`src/rtl/booth_mac_acc_pkg.sv`:
```
// Shared types and constants for the Booth product accumulator and its helpers.
// Holds the FSM state encoding, default widths and saturation-limit helpers.
// Limit helpers return 64-bit patterns; callers size-cast them to their ACC_W.
package booth_mac_acc_pkg;

  typedef enum logic [1:0] {
    ST_IDLE = 2'd0,  // no terms accepted yet
    ST_ACC  = 2'd1,  // at least one term accumulated
    ST_OUT  = 2'd2   // result held for downstream
  } state_t;

  localparam int PROD_W_DEF = 33;
  localparam int ACC_W_DEF  = 40;
  localparam int CNT_W_DEF  = 8;

  // Most positive ACC_W-bit signed value, +2^(w-1)-1.
  function automatic logic [63:0] acc_max_f(input int w);
    return (64'd1 << (w - 1)) - 64'd1;
  endfunction

  // Most negative ACC_W-bit signed value, -2^(w-1); correct once truncated to w bits.
  function automatic logic [63:0] acc_min_f(input int w);
    return 64'd1 << (w - 1);
  endfunction

endpackage

```
`src/rtl/booth_mac_acc_sat_add.sv`:
```
// Saturating signed add: sign-extends add_in to ACC_W and adds it to acc_in.
// Latency: purely combinational, no state.
// Backpressure: none; the caller decides when to register sum_out.
// Ports: acc_in (ACC_W, signed), add_in (PROD_W, signed),
//        sum_out (ACC_W, clamped sum), ovf (clamp applied this add).
module booth_mac_acc_sat_add
  import booth_mac_acc_pkg::*;
#(
  parameter int PROD_W = PROD_W_DEF,
  parameter int ACC_W  = ACC_W_DEF
) (
  input  logic [ACC_W-1:0]  acc_in,
  input  logic [PROD_W-1:0] add_in,
  output logic [ACC_W-1:0]  sum_out,
  output logic              ovf
);

  localparam logic [ACC_W-1:0] SAT_MAX = ACC_W'(acc_max_f(ACC_W));
  localparam logic [ACC_W-1:0] SAT_MIN = ACC_W'(acc_min_f(ACC_W));

  logic [ACC_W:0] add_ext;
  logic [ACC_W:0] sum_wide;

  always_comb begin
    // One guard bit above ACC_W: the add itself can never wrap.
    add_ext  = {{(ACC_W + 1 - PROD_W){add_in[PROD_W-1]}}, add_in};
    sum_wide = {acc_in[ACC_W-1], acc_in} + add_ext;
    // Guard bit and ACC_W MSB disagree only when the true sum left the ACC_W range;
    // the guard bit is then the true sign and picks the clamp direction.
    ovf      = sum_wide[ACC_W] ^ sum_wide[ACC_W-1];
    if (ovf) begin
      sum_out = sum_wide[ACC_W] ? SAT_MIN : SAT_MAX;
    end else begin
      sum_out = sum_wide[ACC_W-1:0];
    end
  end

endmodule

```
`src/rtl/booth_mac_acc.sv`:
```
// Accumulates a burst of signed multiplier products into a saturating sum.
// Latency: result valid 1 cycle after the accept carrying prod_last.
// Backpressure: prod_ready low while a result is held; released after the res handshake.
// Ports: clk, rst (async active-low); prod_in/prod_valid/prod_last/prod_ready product
//        input; clr aborts the open burst; res_data/res_count/res_sat/res_valid/res_ready
//        result output.
module booth_mac_acc
  import booth_mac_acc_pkg::*;
#(
  parameter int PROD_W = PROD_W_DEF,
  parameter int ACC_W  = ACC_W_DEF,
  parameter int CNT_W  = CNT_W_DEF
) (
  input  logic              clk,
  input  logic              rst,
  input  logic [PROD_W-1:0] prod_in,
  input  logic              prod_valid,
  input  logic              prod_last,
  output logic              prod_ready,
  input  logic              clr,
  output logic [ACC_W-1:0]  res_data,
  output logic [CNT_W-1:0]  res_count,
  output logic              res_sat,
  output logic              res_valid,
  input  logic              res_ready
);

  localparam logic [CNT_W-1:0] CNT_MAX = '1;
  localparam logic [CNT_W-1:0] CNT_ONE = CNT_W'(1);

  state_t           state_q, state_d;
  logic [ACC_W-1:0] acc_q, acc_d;
  logic [CNT_W-1:0] cnt_q, cnt_d;
  logic             sat_q, sat_d;

  logic [ACC_W-1:0] sum;
  logic             sum_ovf;

  booth_mac_acc_sat_add #(
    .PROD_W (PROD_W),
    .ACC_W  (ACC_W)
  ) u_sat_add (
    .acc_in  (acc_q),
    .add_in  (prod_in),
    .sum_out (sum),
    .ovf     (sum_ovf)
  );

  always_comb begin
    state_d = state_q;
    acc_d   = acc_q;
    cnt_d   = cnt_q;
    sat_d   = sat_q;
    case (state_q)
      ST_IDLE, ST_ACC: begin
        if (clr) begin
          // Abort wins over a same-cycle product; that product is dropped.
          state_d = ST_IDLE;
          acc_d   = '0;
          cnt_d   = '0;
          sat_d   = 1'b0;
        end else if (prod_valid) begin
          acc_d   = sum;
          sat_d   = sat_q | sum_ovf;
          // Term count sticks at all-ones; that alone is not a saturation event.
          cnt_d   = (cnt_q == CNT_MAX) ? cnt_q : cnt_q + CNT_ONE;
          state_d = prod_last ? ST_OUT : ST_ACC;
        end
      end
      ST_OUT: begin
        // Registers stay frozen (clr ignored) until the result is taken.
        if (res_ready) begin
          state_d = ST_IDLE;
          acc_d   = '0;
          cnt_d   = '0;
          sat_d   = 1'b0;
        end
      end
      default: begin
        state_d = ST_IDLE;
        acc_d   = '0;
        cnt_d   = '0;
        sat_d   = 1'b0;
      end
    endcase
  end

  always_ff @(posedge clk or negedge rst) begin
    if (!rst) begin
      state_q <= ST_IDLE;
      acc_q   <= '0;
      cnt_q   <= '0;
      sat_q   <= 1'b0;
    end else begin
      state_q <= state_d;
      acc_q   <= acc_d;
      cnt_q   <= cnt_d;
      sat_q   <= sat_d;
    end
  end

  assign prod_ready = (state_q != ST_OUT);
  assign res_valid  = (state_q == ST_OUT);
  assign res_data   = acc_q;
  assign res_count  = cnt_q;
  assign res_sat    = sat_q;

endmodule

```
`config.mk`:
```
export PLATFORM = sky130hd
export DESIGN_NAME = booth_mac_acc
export DESIGN_NICKNAME = d
export VERILOG_FILES = /design/src/rtl/booth_mac_acc_pkg.sv /design/src/rtl/booth_mac_acc_sat_add.sv /design/src/rtl/booth_mac_acc.sv
export SDC_FILE = /design/constraint.sdc
export NUM_CORES = 1
export LEC_CHECK = 0
export ABC_CLOCK_PERIOD_IN_PS = 3300
export CAP_MARGIN = 20
export CORE_MARGIN = 10
export CORE_UTILIZATION = 50
export CTS_BUF_LIST = sky130_fd_sc_hd__clkbuf_2
export DETAILED_ROUTE_END_ITERATION = 7
export DONT_BUFFER_PORTS = 1
export PLACE_DENSITY = 0.74
export REMOVE_ABC_BUFFERS = 1
export SLEW_MARGIN = 20
export SYNTH_ARGS = -nofsm -noshare
export SYNTH_HDL_FRONTEND = slang
export SYNTH_SLANG_ARGS = --single-unit
```
`constraint.sdc`:
```
create_clock -name clk -period 3.3 [get_ports clk]
set_clock_uncertainty 0.1 [all_clocks]
set_input_delay 0.33 -clock clk [delete_from_list [all_inputs] [get_ports clk]]
set_output_delay 0.33 -clock clk [all_outputs]
set_load 0.02 [all_outputs]
```
# Word-level counts from Yosys, hierarchy flattened
# Index checks and enable logic that the tools add are counted.
# classes
addsub,2
eq_ne,7
muxes,20
n_bitwise,2
n_reduce_logical,4
# op_table
op,count
40-bit two-way mux,5
40-bit case mux with 2 select lines,1
40-bit by 33-bit adder with 41-bit output,1
8-bit two-way mux,4
8-bit case mux with 2 select lines,1
8-bit by 1-bit adder with 8-bit output (second input constant),1
8-bit equality test (second input constant),1
2-bit two-way mux,4
3-bit inequality test (second input constant),2
2-bit case mux with 2 select lines,1
1-bit two-way mux,3
3-bit AND reduction,1
2-bit by 1-bit equality test with 1-bit output (second input constant),1
2-bit equality test (second input constant),1
2-bit zero test,1
2-bit by 1-bit inequality test with 1-bit output (second input constant),1
2-bit inequality test (second input constant),1
1-bit case mux with 2 select lines,1
2-bit AND reduction,1
2-bit OR reduction,1
1-bit OR,1
1-bit XOR,1
# totals
regBits,51
input_bits,39
wordCells,39

# Depth between registers and ports, before layout
# Gate-level depths: netlist of the first run.
# depth
ltp_word,6
ltp_mapped,12
mapped_depth_nobuf,11

# Modules after synthesis
# A second synthesis of the first run with hierarchy kept.
# hier_totals
cells_unflattened,539
hier_area_um2,4947.2
# modules_own_cells
mod,n_inst,cells_each,area_each_um2,seq_area_each_um2
booth_mac_acc_sat_add,1,388,2874.0,0.0
booth_mac_acc,1,151,2073.2,1276.2

# Worst setup path before layout of the first run
# No wires, ideal clock.
# synth_timing
path_kind,register -> register
start,"register acc_q[0], in the netlist res_data[0]"
end,"register acc_q[21], in the netlist res_data[21]"
t_arrival_ns,2.932
t_required_ns,3.074
slack_ns,0.141
path_stages_with_launch,13
path_buffers,2
cell_sequence,dfrtp_1 > ha_1 > fa_1 > a21o_1 > a221oi_2 > nor2_1 > o2111ai_1 > nand3_1 > o21ai_2 > a21oi_2 > buf_6 > buf_6 > a221o_1
# synth_via
elab_chain_len,6
word_cells_on_any_way,7
cone_classes,1 x add/sub; 5 x mux; 1 x bitwise
# synth_rtl
item,line,rtl
start: declaration,booth_mac_acc.sv:32,"logic [ACC_W-1:0] acc_q, acc_d;"
start signal: assignment,booth_mac_acc.sv:91,acc_q <= '0;
start signal: assignment,booth_mac_acc.sv:96,acc_q <= acc_d;
40-bit by 33-bit adder with 41-bit output *,booth_mac_acc_sat_add.sv:27,"sum_wide = {acc_in[ACC_W-1], acc_in} + add_ext;"
40-bit two-way mux / 1-bit XOR (equally long branches),"booth_mac_acc_sat_add.sv:32, booth_mac_acc_sat_add.sv:30",
40-bit two-way mux *,booth_mac_acc_sat_add.sv:31,if (ovf) begin
40-bit two-way mux *,booth_mac_acc.sv:62,end else if (prod_valid) begin
40-bit two-way mux *,booth_mac_acc.sv:56,if (clr) begin
40-bit case mux with 2 select lines *,booth_mac_acc.sv:54,case (state_q)
# Every way passes the cells marked *; elsewhere a longest branch is shown, timed or not. The select of a mux whose other input is x is not followed.
# A chain may end at the register's enable or synchronous reset.

# Worst setup path after layout of the first run
# layout_timing
start,"register acc_q[0], in the netlist res_data[0]"
end,"register acc_q[10], in the netlist res_data[10]"
# The elaborated chain is that of the path after synthesis.

==> run_results.csv, run 1 <==
group,metric,value,unit
yosys,synth_cell_type_count,63,
route,route.met2.wl,5.747,mm
yosys,synth_compound_area_share,31.51,%
place,gp_congestion,0.9215,
timing,slew_violations,0,
place,io_buffer_count,0,
route,dr.first_iter.drc_count,245,
power,p_leak,2.219,nW
worst_setup_path,critPathRequiredTime,3.58,ns
clock_tree,cts-root-buf,"clkbuf_2",
route,wl_met3,888,um
final_layout,fillers,759,
timing,max_freq,314.8,MHz
yosys,syn-instance-count,470,
power,p_int,0.002166,W
route,first_pass_iters,4,
clock_tree,cts_tree,"built",
power,clkPwrFrac,7.0,%
worst_setup_path,critPathArrivalTime,3.46,ns
yosys,synthMuxAreaShare,0.2313,%
worst_setup_path,path_max_fanout,38,
worst_setup_path,r2r-start,"res_data[0]",
route,num_vias,3853,
worst_setup_path,startpoint,"res_data[0]",
min_path,hold_path_end,"state_q[0]",
timing,worst_pin_slew,0.6393,ns
route,drt-total-wl,11.77,mm
floorplanning,start_util,52.15,%
route,viasPerCell,6.497,
power,seqPwrFrac,27.4,%
route,wire_per_inst,19.85,um
worst_setup_path,r2r-end,"res_data[10]",
floorplanning,die-area,12780,um2
min_path,hold_class,"in -> reg",
final_layout,area_delta_synth_final,10.55,%
clock_tree,cts_sinks,51,
global_routing,antenna_found_initial,0,
floorplanning,die_h,113.0,um
worst_setup_path,critPathKind,"reg -> reg",
power,power.share.combinational,65.6,%
floorplanning,io_pins,90,
route,postRouteAntennaNets,0,
worst_setup_path,endpoint_kind,"flip-flop",
place,post-dp-hpwl,8.783,mm
final_layout,final_cell_count_no_fill,593,
final_layout,drive_gt1_share,13.93,%
floorplanning,rows,33,
yosys,avgSynthCellArea,9.208,um2
status,status,"finished, final reports clean",
clock_tree,clockBufferDepth,2,
yosys,synthXorXnorAreaFrac,8.066,%
timing,period_needed,3.177,ns
global_routing,grt_overflow,0,
yosys,synth-main-ff-cell,"dfrtp_1",
yosys,ys_seq_area_share,29.49,%
clock_tree,clock_latency,0.46,ns
yosys,synth_top_family_by_area,"compound AO/OA/AOI/OAI gates",
yosys,synth_simple_gate_area_share,14.34,%
power,power_density,895.2,nW/um2
global_routing,grt_pass1_vias,3891,
worst_setup_path,r2r_slack,0.12,ns
route,highest_layer,"met4",
worst_setup_path,crit_path_start_kind,"flip-flop",
yosys,synth_area,4328,um2
clock_tree,cts_buffers,5,
power,swShare,49.42,%
power,vdd_drop_max,0.4476,mV
final_layout,fin_nets,568,
global_routing,grt_use_total,17.76,%
job,cap_violations,0,
clock_tree,clk_pin_slew,0.31,ns
timing,finalHoldViolCount,0,
final_layout,diodes,0,
power,p_total,0.004283,W
global_routing,grt_pass1_wl,19.49,mm
timing,finalSetupViolCount,0,
yosys,synth_fa_ha_area_share,12.55,%
floorplanning,coreArea,8299,um2
yosys,synth-edff-count,0,
min_path,holdCritStartpoint,"clr",
yosys,async_flop_share,100.0,%
clock_tree,cts_max_level,2,
floorplanning,dieWidth,113.0,um
power,switchingPower,0.002117,W
route,drc,0,
min_path,hold_path_depth,2,
global_routing,grt_start_max_net_pins,52,
timing,slew_headroom,57.22,%
timing,period_share,96.26,%
yosys,synth-seq-cells,51,
worst_setup_path,reg2reg_depth,11,
yosys,yosys_warnings,0,
route,wl_met1,5.039,mm
place,dp.cells,576,
-- stage by stage --
step / worst slack [ns] / instance area (um2) / utilization, % / setup TNS, ns / hold WS (ns)
global route: -0.01381 / 4785 / 57.65 / -0.1186 / 0.009161
floorplan: -0.2558 / 4197 / - / -9.721 / -0.06559
finish: 0.1233 / 4785 / 57.65 / 0 / 0.01084
detailed placement: 0.08796 / 4543 / 54.74 / 0 / -0.06370
global placement: 0.1233 / 4543 / 54.74 / 0 / -0.06310
CTS: 0.04154 / 4674 / 56.32 / 0 / 0.004219
-- what timing repair did --
| action | 4_1_cts | 5_1_grt |
|---|---|---|
| resized for setup | 0 | 18 |
| hold buffers | 6 | 0 |
| setup buffers | 0 | 2 |
| endpoints found under the setup margin | 0 | 39 |
| endpoints found under the hold margin | 56 | 0 |
-- registers in the layout, indices dropped and copies added (netlist names) --
name       count
res_data      40
state_q        2
res_count      8
res_sat        1
-- power groups by stage --
stage / registers [W] / clock network (W) / logic [W]
6_report: 0.00117 / 0.000299 / 0.00281
5_1_grt: 0.00121 / 0.000337 / 0.00312
4_1_cts: 0.00118 / 0.000314 / 0.00270
3_5_place_dp: 0.00119 / 0 / 0.00265
3_3_place_gp: 0.00119 / 0 / 0.00260
2_1_floorplan: 0.00121 / 0 / 0.00194
-- worst max-delay path by stage --
stage               cells after the start            to  slack [ns]
floorplan                               9   res_data[0]       -0.26
global placement                       10   res_data[9]        0.12
detailed placement                     10   res_data[8]        0.09
CTS                                    10  res_data[10]        0.04
global route                           11  res_data[23]       -0.01
finish                                 11  res_data[10]        0.12
-- layout by cell type (no fill, tap or decap), types with 3 or more instances in the layout --
master,netlist,routed
clkbuf_2,0,5
and2_1,5,5
a221o_1,38,38
nand3_1,10,10
a21oi_2,3,3
xnor2_1,19,19
nand2b_1,6,6
xor2_1,19,19
o21a_1,5,5
ha_2,0,4
dfrtp_1,51,48
ha_1,41,37
or2_2,5,5
dfrtp_2,0,3
o21bai_1,4,4
and3_1,11,11
a31oi_1,6,6
dlygate4sd3_1,0,5
buf_4,5,23
a21oi_1,36,36
nand4_1,9,9
o21ai_1,6,7
nor3_1,8,8
nor2b_1,4,4
o21ai_0,29,27
nor2_1,27,26
a21o_1,20,20
nand2_1,29,29
o211ai_1,6,6
inv_1,9,9
-- cells in the mapped netlist (3+ instances only) --
master	n	area (um2)
buf_4	5	37.54
inv_1	9	33.78
o21a_1	5	37.54
a21oi_2	3	26.28
a21o_1	20	150.1
nand2b_1	6	37.54
or2_2	5	31.28
nand4_1	9	56.30
o21ai_1	6	30.03
a31oi_1	6	37.54
buf_2	6	30.03
nor2_1	27	101.4
a221oi_1	3	26.28
buf_6	3	33.78
xnor2_1	19	166.4
nand3_1	10	50.05
clkbuf_1	8	30.03
o211ai_1	6	45.04
dfrtp_1	51	1276
a221o_1	38	380.4
xor2_1	19	166.4
nor3_1	8	40.04
and3_1	11	68.82
nand2_1	29	108.9
a211oi_1	3	22.52
o21ai_0	29	145.1
o21bai_1	4	30.03
and2_1	5	31.28
nor2b_1	4	25.02
ha_1	41	513.0
a21oi_1	36	180.2
-- worst max-delay path, cell delays in order, from the launching register on --
cell       delay (ns)
dfrtp_1          0.45
ha_1             0.23
fa_1             0.42
a21o_1           0.20
a221oi_2         0.24
nor2_1           0.14
o2111ai_1        0.22
nand3_1          0.22
o21ai_4          0.26
a21oi_2          0.10
buf_12           0.19
a221o_1          0.32
-- kinds of logic after synthesis --
family | after synthesis
mux | 1
compound gates | 183
buf+inv | 31
xor+xnor | 39
simple gates | 122
fa+ha+maj | 43
flops | 51
-- final cells by class --
cell class,count,area (um2),share of cell area (%)
timing repair buffer,32,317.8,6.642
sequential,51,1280,26.75
multi-input combinational,388,2968,62.03
clock inverter,3,28.78,0.6015
clock buffer,5,25.02,0.5230
inverter,9,33.78,0.7061
tap,105,131.4,2.746
-- routing by layer --
layer | GRT usage (%) | up-vias
li1 | - | 1852
met1 | 21.79 | 1870
met2 | 29.92 | 119
met3 | 5.441 | 12
met4 | 3.723 | 0
met5 | 0 | -
No activity file was read; power rests on OpenSTA's default activity.
==> inputs of run 2 (changes only) <==
--- a/config.mk
+++ b/config.mk
@@ -12,9 +12,8 @@
 export CTS_BUF_LIST = sky130_fd_sc_hd__clkbuf_2
 export DETAILED_ROUTE_END_ITERATION = 7
 export DONT_BUFFER_PORTS = 1
-export PLACE_DENSITY = 0.74
+export PLACE_DENSITY_LB_ADDON = 0.1
 export REMOVE_ABC_BUFFERS = 1
-export SLEW_MARGIN = 20
 export SYNTH_ARGS = -nofsm -noshare
 export SYNTH_HDL_FRONTEND = slang
 export SYNTH_SLANG_ARGS = --single-unit
==> run_results.csv, run 2 (synthesized netlist as in run 1, its figures left out) <==
group,metric,value,unit
timing,max_freq,313.9,MHz
final_layout,fin_nets,578,
global_routing,grt_start_max_net_pins,52,
floorplanning,dieWidth,113.0,um
final_layout,fin_area,4830,um2
power,switchingPower,0.002115,W
clock_tree,cts_buffers,5,
power,power.share.combinational,67.3,%
global_routing,grt_use_total,17.69,%
route,wire_per_inst,19.74,um
global_routing,grt_busiest_layer,"met2",
timing,finalSetupViolCount,0,
min_path,holdCritStartpoint,"prod_in[0]",
final_layout,seq_area,1280,um2
route,drt-total-wl,11.90,mm
job,cap_violations,0,
timing,slew_headroom,69.88,%
route,num_vias,3850,
place,dpl-instance-area,4586,um2
place,gp_congestion,0.8740,
final_layout,area_delta_synth_final,11.59,%
clock_tree,cts_max_level,2,
worst_setup_path,crit_path_start_kind,"flip-flop",
final_layout,final_common_cell,"dfrtp_1",
final_layout,fillers,750,
min_path,hold_class,"in -> reg",
worst_setup_path,reg2reg_depth,11,
worst_setup_path,endpoint_kind,"flip-flop",
floorplanning,io_pins,90,
worst_setup_path,critPathKind,"reg -> reg",
clock_tree,cts_tree,"built",
route,first_pass_iters,4,
clock_tree,clockBufferDepth,2,
timing,finalHoldViolCount,0,
place,post-dp-hpwl,8.879,mm
floorplanning,die-area,12780,um2
timing,worst_pin_slew,0.4404,ns
final_layout,final_cell_mix,"dfrtp_1, ha_1, a221o_1",
floorplanning,start_util,52.15,%
power,swShare,48.91,%
power,p_total,0.004324,W
final_layout,diodes,0,
clock_tree,cts_sinks,51,
final_layout,fin_util,58.19,%
power,p_leak,2.268,nW
power,clkPwrFrac,6.4,%
clock_tree,clk_pin_slew,0.28,ns
min_path,hold_path_end,"res_data[0]",
worst_setup_path,r2r_slack,0.11,ns
final_layout,drive_gt1_share,15.26,%
global_routing,grt_overflow,0,
worst_setup_path,path_max_fanout,15,
min_path,hold_path_depth,2,
global_routing,use_met1,22.70,%
global_routing,grtUsageMet2,28.34,%
worst_setup_path,r2r-start,"res_data[0]",
status,status,"finished, final reports clean",
floorplanning,rows,33,
power,seqPwrFrac,26.3,%
worst_setup_path,critPathArrivalTime,3.44,ns
floorplanning,coreArea,8299,um2
global_routing,grt_pass1_wl,19.13,mm
clock_tree,clock_latency,0.47,ns
global_routing,use_met3,5.705,%
floorplanning,die_h,113.0,um
global_routing,grt_pass1_vias,3743,
power,p_int,0.002209,W
power,power_density,895.2,nW/um2
place,io_buffer_count,0,
worst_setup_path,critPathRequiredTime,3.56,ns
timing,period_share,96.54,%
timing,period_needed,3.186,ns
timing,slew_violations,0,
route,viasPerCell,6.385,
final_layout,largest_register_ffs,40,
route,postRouteAntennaNets,0,
worst_setup_path,startpoint,"res_data[0]",
final_layout,multi_input_area,2958,um2
clock_tree,cts-root-buf,"clkbuf_2",
worst_setup_path,r2r-end,"res_data[23]",
route,drc,0,
route,dr.first_iter.drc_count,180,
power,vdd_drop_max,0.4149,mV
global_routing,antenna_found_initial,0,
-- run 2: changes by cell type in the layout (fill, tap and decap cells not counted), moves of 2 or more --
cell,before,now
buf_4,23,32
buf_6,0,3
ha_1,37,39
ha_2,4,2
o21ai_0,27,29
o21ai_1,7,5
-- run 2: how the worst max path moves through the flow --
stage	end	slack, ns	cells after the start
3_5_place_dp	res_data[12]	0.08	11
5_1_grt	res_data[34]	-0.01	11
4_1_cts	res_data[18]	0.03	11
6_report	res_data[23]	0.11	11
3_3_place_gp	res_data[20]	0.11	10
2_1_floorplan	res_data[0]	-0.26	9
-- run 2: final cells by class --
cell class / count / share of cell area, %
multi-input combinational: 388 / 61.24
clock buffer: 5 / 0.5181
tap: 105 / 2.720
clock inverter: 3 / 0.4145
timing repair buffer: 42 / 7.902
sequential: 51 / 26.50
inverter: 9 / 0.6995
-- run 2: routing by layer --
metal / part of all wire (%) / up-vias
met5: 0 / -
li1: - / 1883
met4: 0.95 / 0
met3: 8.3 / 8
met2: 46 / 98
met1: 45 / 1861
-- run 2: per-stage QoR --
step	hold slack (ns)	TNS [ns]	instances	setup WS [ns]
after floorplan	-0.06559	-9.721	448	-0.2558
after global placement	-0.06340	0	585	0.1146
after detailed placement	-0.06339	0	585	0.07673
after CTS	0.005052	0	598	0.03413
after global routing	0.01328	-0.05379	603	-0.01474
final	0.03274	0	603	0.1142
-- run 2: timing repair --
item,CTS,global route
gates resized for setup,0,17
hold buffers,5,0
endpoints found under the hold margin,55,0
setup endpoints to repair,0,39
buffers inserted,0,4
-- run 2: power groups by stage --
stage	Sequential (W)	Combinational (W)	Clock [W]
global placement	0.00115	0.00268	0
global route	0.00117	0.00323	0.000309
finish	0.00114	0.00291	0.000276
CTS	0.00114	0.00276	0.000293
floorplan	0.00121	0.00194	0
detailed placement	0.00115	0.00272	0
-- run 2: critical path: stages, from the launching register on --
cell and delay [ns]:
dfrtp_1 0.45, ha_1 0.22, fa_1 0.42, a21o_1 0.20, a221oi_2 0.29, nor2_2 0.11
o2111ai_1 0.23, nand3_2 0.16, o21ai_4 0.28, a21oi_2 0.10, buf_4 0.22, a221o_1 0.31
==> inputs of run 3 (changes only) <==
--- a/config.mk
+++ b/config.mk
@@ -14,6 +14,7 @@
 export DONT_BUFFER_PORTS = 1
 export PLACE_DENSITY_LB_ADDON = 0.1
 export REMOVE_ABC_BUFFERS = 1
+export SKIP_LAST_GASP = 1
 export SYNTH_ARGS = -nofsm -noshare
 export SYNTH_HDL_FRONTEND = slang
 export SYNTH_SLANG_ARGS = --single-unit
==> results of run 3 <==
The final DEF is identical to that of run 2; final timing and power are the same.
